$ cat src/rtl/mantissa_mul_iter_mp_if.sv
// Operand/result bundle for the iterative mantissa multiplier.
// No latency of its own; pure wiring.
// Producer side holds in_valid until in_ready; consumer stalls results via out_ready.
interface mantissa_mul_iter_mp_if #(
  parameter int W = 28
);
  logic           in_valid;
  logic           in_ready;
  logic [W-1:0]   A;
  logic [W-1:0]   B;
  logic [1:0]     op;
  logic           flush;
  logic           out_valid;
  logic           out_ready;
  logic [2*W-1:0] out;
  logic           busy;

  // Multiplier side
  modport slave (
    input  in_valid, A, B, op, flush, out_ready,
    output in_ready, out_valid, out, busy
  );

  // Requester / result consumer side
  modport master (
    output in_valid, A, B, op, flush, out_ready,
    input  in_ready, out_valid, out, busy
  );
endinterface

$ cat src/rtl/mantissa_mul_iter_mp.sv
// Iterative multi-precision unsigned multiplier: one row of four CHUNKxCHUNK products per cycle.
// Latency: accept edge T0, result valid after edge T4; 1 result per 5 cycles back-to-back.
// Backpressure: result held in DONE until out_ready; in_ready only in IDLE or DONE&out_ready.
module mantissa_mul_iter_mp #(
  parameter int W = 28
) (
  input  logic                   clk,
  input  logic                   rst_n,
  mantissa_mul_iter_mp_if.slave  bus
);

  localparam int CHUNK = W / 4;
  localparam int PW    = 2 * CHUNK;
  localparam int AW    = 2 * W;

  generate
    if (W % 4 != 0) begin : g_bad_width
      $error("mantissa_mul_iter_mp: W must be a multiple of 4");
    end
  endgenerate

  typedef enum logic [1:0] {
    IDLE = 2'd0,
    CALC = 2'd1,
    DONE = 2'd2
  } state_e;

  state_e          state_q, state_d;
  logic [1:0]      col_q, col_d;
  logic [W-1:0]    a_q, a_d;
  logic [W-1:0]    b_q, b_d;
  logic [1:0]      op_q, op_d;
  logic [AW-1:0]   acc_q, acc_d;

  logic            in_ready;
  logic            accept;
  logic [AW-1:0]   col_sum;
  logic [PW-1:0]   a_ch;
  logic [PW-1:0]   b_ch;
  logic [PW-1:0]   prod;
  logic            keep;

  // Sum of the gated partial products for the current B chunk, each at offset (i+col)*CHUNK.
  // Lane modes just drop cross-lane terms, so lane results land in their own fields carry-free.
  always_comb begin
    col_sum = '0;
    a_ch    = '0;
    b_ch    = '0;
    prod    = '0;
    keep    = 1'b0;
    for (int i = 0; i < 4; i++) begin
      a_ch = {{CHUNK{1'b0}}, a_q[i*CHUNK +: CHUNK]};
      b_ch = {{CHUNK{1'b0}}, b_q[int'(col_q)*CHUNK +: CHUNK]};
      prod = a_ch * b_ch;
      case (op_q)
        2'b01:   keep = ((i / 2) == (int'(col_q) / 2));
        2'b10:   keep = (i == int'(col_q));
        default: keep = 1'b1;
      endcase
      if (keep) begin
        col_sum = col_sum + ({{(AW-PW){1'b0}}, prod} << ((i + int'(col_q)) * CHUNK));
      end
    end
  end

  // Next-state and operand capture; flush overrides every handshake in the same cycle.
  always_comb begin
    state_d  = state_q;
    col_d    = col_q;
    a_d      = a_q;
    b_d      = b_q;
    op_d     = op_q;
    acc_d    = acc_q;
    in_ready = (state_q == IDLE) | ((state_q == DONE) & bus.out_ready);
    accept   = bus.in_valid & in_ready;

    if (bus.flush) begin
      state_d = IDLE;
      col_d   = 2'd0;
    end else begin
      case (state_q)
        IDLE: begin
          if (accept) begin
            state_d = CALC;
            a_d     = bus.A;
            b_d     = bus.B;
            op_d    = bus.op;
            acc_d   = '0;
            col_d   = 2'd0;
          end
        end
        CALC: begin
          acc_d = acc_q + col_sum;
          col_d = col_q + 2'd1;
          if (col_q == 2'd3) begin
            state_d = DONE;
          end
        end
        DONE: begin
          if (bus.out_ready) begin
            if (bus.in_valid) begin
              state_d = CALC;
              a_d     = bus.A;
              b_d     = bus.B;
              op_d    = bus.op;
              acc_d   = '0;
              col_d   = 2'd0;
            end else begin
              state_d = IDLE;
            end
          end
        end
        default: begin
          state_d = IDLE;
          col_d   = 2'd0;
        end
      endcase
    end
  end

  // State, column counter, captured operands and accumulator registers.
  always_ff @(posedge clk or negedge rst_n) begin
    if (!rst_n) begin
      state_q <= IDLE;
      col_q   <= 2'd0;
      a_q     <= '0;
      b_q     <= '0;
      op_q    <= 2'b00;
      acc_q   <= '0;
    end else begin
      state_q <= state_d;
      col_q   <= col_d;
      a_q     <= a_d;
      b_q     <= b_d;
      op_q    <= op_d;
      acc_q   <= acc_d;
    end
  end

  assign bus.in_ready  = in_ready;
  assign bus.out_valid = (state_q == DONE);
  assign bus.busy      = (state_q == CALC);
  assign bus.out       = acc_q;

endmodule

$ cat src/flat_wrapper.sv
// flat-port wrapper written by rule: the top's interface ports become plain ports
module mantissa_mul_iter_mp_flat 
#(
  parameter int W = 28
)
  (clk, rst_n, bus_in_valid, bus_A, bus_B, bus_op, bus_flush, bus_out_ready, bus_in_ready, bus_out_valid, bus_out, bus_busy);
  mantissa_mul_iter_mp_if #(.W(W)) bus_i ();
  input  logic clk;
  input  logic rst_n;
  input wire logic [$bits(bus_i.in_valid)-1:0] bus_in_valid;
  input wire logic [$bits(bus_i.A)-1:0] bus_A;
  input wire logic [$bits(bus_i.B)-1:0] bus_B;
  input wire logic [$bits(bus_i.op)-1:0] bus_op;
  input wire logic [$bits(bus_i.flush)-1:0] bus_flush;
  input wire logic [$bits(bus_i.out_ready)-1:0] bus_out_ready;
  output wire logic [$bits(bus_i.in_ready)-1:0] bus_in_ready;
  output wire logic [$bits(bus_i.out_valid)-1:0] bus_out_valid;
  output wire logic [$bits(bus_i.out)-1:0] bus_out;
  output wire logic [$bits(bus_i.busy)-1:0] bus_busy;
  assign bus_i.in_valid = bus_in_valid;
  assign bus_i.A = bus_A;
  assign bus_i.B = bus_B;
  assign bus_i.op = bus_op;
  assign bus_i.flush = bus_flush;
  assign bus_i.out_ready = bus_out_ready;
  assign bus_in_ready = bus_i.in_ready;
  assign bus_out_valid = bus_i.out_valid;
  assign bus_out = bus_i.out;
  assign bus_busy = bus_i.busy;
  mantissa_mul_iter_mp #(.W(W)) u_core (.clk(clk), .rst_n(rst_n), .bus(bus_i));
endmodule
$ cat config.mk
export PLATFORM = sky130hd
export DESIGN_NAME = mantissa_mul_iter_mp_flat
export DESIGN_NICKNAME = d
export VERILOG_FILES = /design/src/rtl/mantissa_mul_iter_mp_if.sv /design/src/rtl/mantissa_mul_iter_mp.sv /design/src/flat_wrapper.sv
export SDC_FILE = /design/constraint.sdc
export NUM_CORES = 1
export LEC_CHECK = 0
export CORE_UTILIZATION = 60
export CTS_BUF_LIST = sky130_fd_sc_hd__clkbuf_4 sky130_fd_sc_hd__clkbuf_8
export DETAILED_ROUTE_END_ITERATION = 10
export PLACE_DENSITY = 0.79
export SLEW_MARGIN = 20
export SYNTH_ARGS = -nofsm -noshare
export SYNTH_HDL_FRONTEND = slang
export SYNTH_SLANG_ARGS = --single-unit
$ cat constraint.sdc
create_clock -name clk -period 28.9 [get_ports clk]
set_clock_uncertainty 0.05 [all_clocks]
set_input_delay 5.78 -clock clk [delete_from_list [all_inputs] [get_ports clk]]
set_output_delay 5.78 -clock clk [all_outputs]
set_load 0.01 [all_outputs]
==> impl_metrics.py <==
metrics = {
    "status": {
        "status": "finished, final reports clean",
    },
    "die": {
        "core-area_um2": 50100,
        "initial_utilization_pct": 60.7,
        "ioPinCount": 122,
        "die-area_um2": 51500,
        "row_count": 82,
        "die_w_um": 227,
        "dieHeight_um": 227,
    },
    "place": {
        "post-dp-hpwl_um": 82900,
        "gp_congestion": 1.10,
        "dp_slack_ps": 11760,
        "port-buffer-count": 121,
    },
    "yosys": {
        "ys_warn_count": 0,
        "synth.distinct_cells": 116,
        "seq_area_frac_synth_pct": 9.72,
        "synth_edf_count": 0,
        "synth.cell_area_um2": 30400,
        "ys_ff_latch": 118,
        "synth_ff_type": "dfrtp_1",
        "syn_area_per_cell_um2": 7.44,
        "syn-instance-count": 4082,
        "synthArstFlopShare_pct": 100,
    },
    "worst_setup_path": {
        "timing_worst_setup_path_type": "reg2reg",
        "slowest_stage": "dfrtp_1",
        "crit_top_cell": "ha_1",
        "worstSetupEndpoint": "u_core.bus.out[55]$_DFFE_PN0P_",
        "path_max_fanout": 28,
        "timing.critical_path.from": "u_core.col_q[1]$_DFFE_PN0P_",
        "r2r_slack_ps": 11090,
        "start_kind": "flip-flop",
        "crit_required_ps": 29290,
        "r2r-start": "u_core.col_q[1]$_DFFE_PN0P_",
        "r2r_cells": 63,
        "critical_path_arrival_ps": 18200,
        "r2r_end": "u_core.bus.out[55]$_DFFE_PN0P_",
        "max_stage_delay_ps": 790,
        "setup.worst_path.end_class": "flip-flop",
    },
    "routing": {
        "route.detailed.drc": 0,
        "via_count": 31568,
        "wl_per_cell_um": 21.9,
        "antenna_left": 0,
        "drt_iter0_drc": 3609,
        "wl_um": 104000,
        "drt_first_pass_iters": 7,
        "vias_per_cell": 6.64,
    },
    "timing": {
        "tns_ps": 0,
        "max_slew.worst_pin.slew_ps": 1200,
        "min_period_ps": 17810,
        "slew_headroom_pct": 18.7,
        "fin_ws_ps": 11090,
        "hold_violations": 0,
        "setup_viol": 0,
        "rsz0062_at_grt": "no",
        "period_share_pct": 61.6,
        "fmax_mhz": 56.1,
        "slew_viol_final": 0,
    },
    "grt": {
        "track_usage_pct": 40.4,
        "grt_pass1_vias": 28987,
        "grt_pass1_wl_um": 162000,
        "grt_overflow": 0,
        "grt_max_degree": 82,
        "antenna_found_initial": 2,
    },
    "clocking": {
        "cts_root_buffer": "clkbuf_8",
        "cts_buffers": 17,
        "hold_buffers": 0,
        "htreeDepth": 4,
        "insertion_delay_ps": 550,
        "postCtsResizedCells": 0,
        "tritoncts": "yes",
        "clock_path_buffers": 2,
        "path_clk_slew_ps": 100,
        "cts_sinks": 118,
        "post_cts_buffers": 0,
    },
    "worst_hold_path": {
        "min_path_type": "reg2reg",
    },
    "layout": {
        "drive_gt1_share_pct": 6.37,
        "layout_commonest_cell": "nand2_1",
        "num-nets-final": 4585,
        "syn2layout_area_growth_pct": 6.13,
        "final_cell_mix": "nand2_1 (447), nor2_1 (407), ha_1 (350), a21oi_1 (282), o21ai_0 (249)",
        "diodes": 0,
    },
    "flow_run": {
        "maxCapViolations": 0,
    },
}
-- registers in the layout (all words and copies together), names as in the netlist --
signal	cells
u_core.bus.out	56
u_core.a_q	28
u_core.b_q	28
u_core.col_q	2
u_core.op_q	2
u_core.state_q	2
-- synthesized netlist by cell type, drive strengths merged, types with 18 or more instances --
| cell type | count | share of area [%] |
|---|---|---|
| clkbuf | 147 | 2.2 |
| or3 | 29 | 0.60 |
| fa | 101 | 6.7 |
| nand3 | 77 | 1.3 |
| a211oi | 42 | 1.1 |
| nand2b | 22 | 0.45 |
| ha | 352 | 14 |
| a22oi | 27 | 0.68 |
| mux2 | 109 | 4.1 |
| a21o | 161 | 4.0 |
| nor4 | 18 | 0.42 |
| o21bai | 35 | 0.86 |
| nor3 | 81 | 1.3 |
| a21oi | 289 | 4.8 |
| a31oi | 55 | 1.1 |
| dfrtp | 118 | 9.7 |
| buf | 38 | 0.64 |
| nor2 | 411 | 5.1 |
| o22ai | 34 | 0.72 |
| nand2 | 453 | 5.6 |
| and3 | 43 | 0.90 |
| o21ai | 263 | 4.4 |
| xor2 | 112 | 3.2 |
| inv | 230 | 2.8 |
| and2 | 154 | 3.2 |
| o21a | 50 | 1.2 |
| o31ai | 39 | 1.0 |
| mux2i | 37 | 1.2 |
| o211ai | 38 | 0.96 |
| a21boi | 18 | 0.46 |
| xnor2 | 126 | 3.6 |
| nor2b | 41 | 0.85 |
| nand4 | 38 | 0.78 |
-- through the flow --
stage / utilization (%) / hold slack, ps / cells / area [µm²]
floorplan: - / 424 / 4089 / 30400
global placement: 63.6 / 434 / 4722 / 31800
detailed placement: 63.6 / 444 / 4722 / 31800
CTS: 64.4 / 468 / 4754 / 32200
global route: 64.4 / 485 / 4754 / 32200
finish: 64.4 / 469 / 4754 / 32200
-- worst max-delay path: cells and delay by family, from the launching register on --
family                   cells  cell delay (ps)
flip-flops                   1              790
AND/OR/NAND/NOR             17             3740
adder cells (fa/ha/maj)      9             3930
XOR/XNOR                     3              590
AO/OA/AOI/OAI               27             6530
buffers and inverters        4              190
multiplexers                 3             1840
-- cell families (layout without fill, tap and decap cells) --
kind of cell	count (synthesis)	in the layout	share of synthesized area (%)
other	2	9	0.0247
and+or+nand+nor	1432	1432	22.2
AOI/OAI and AO/OA	1258	1258	27.7
adders and majority gates	453	453	21.2
muxes	163	163	6.56
DFF	118	118	9.72
xor gates and xnor gates	238	238	6.86
buffers and inverters	418	411	5.78
-- how the worst min path moves through the flow --
stage	startpoint	end	slack [ps]	depth (start not counted)
6_report	u_core.b_q[20]$_DFFE_PN0P_	u_core.b_q[20]$_DFFE_PN0P_	470	1
5_1_grt	u_core.b_q[14]$_DFFE_PN0P_	u_core.b_q[14]$_DFFE_PN0P_	480	1
4_1_cts	u_core.b_q[20]$_DFFE_PN0P_	u_core.b_q[20]$_DFFE_PN0P_	470	1
3_5_place_dp	u_core.b_q[10]$_DFFE_PN0P_	u_core.b_q[10]$_DFFE_PN0P_	440	1
3_3_place_gp	u_core.b_q[24]$_DFFE_PN0P_	u_core.b_q[24]$_DFFE_PN0P_	430	1
2_1_floorplan	u_core.b_q[14]$_DFFE_PN0P_	u_core.b_q[14]$_DFFE_PN0P_	420	1
-- per-layer routing --
metal / routed length (µm) / vias to the layer above / global-route usage [%]
met2: 44400 / 1706 / 61.3
met4: 5470 / 2 / 19.9
met1: 43900 / 14826 / 55.8
met5: 13 / - / 0
li1: - / 14747 / -
met3: 10500 / 287 / 6.26
-- layout make-up --
type | instances | area (µm²)
clock buffers | 17 | 234
clock inverters | 15 | 181
fillers | 4617 | 17800
inverters | 231 | 867
multi-input cells | 3553 | 25800
flip-flops and latches | 118 | 2950
well taps | 672 | 841
repair buffers | 148 | 1420
Power is left out: the tool's default activity adds up to more than one toggle a clock period on the data nets, which glitch-free logic cannot reach.
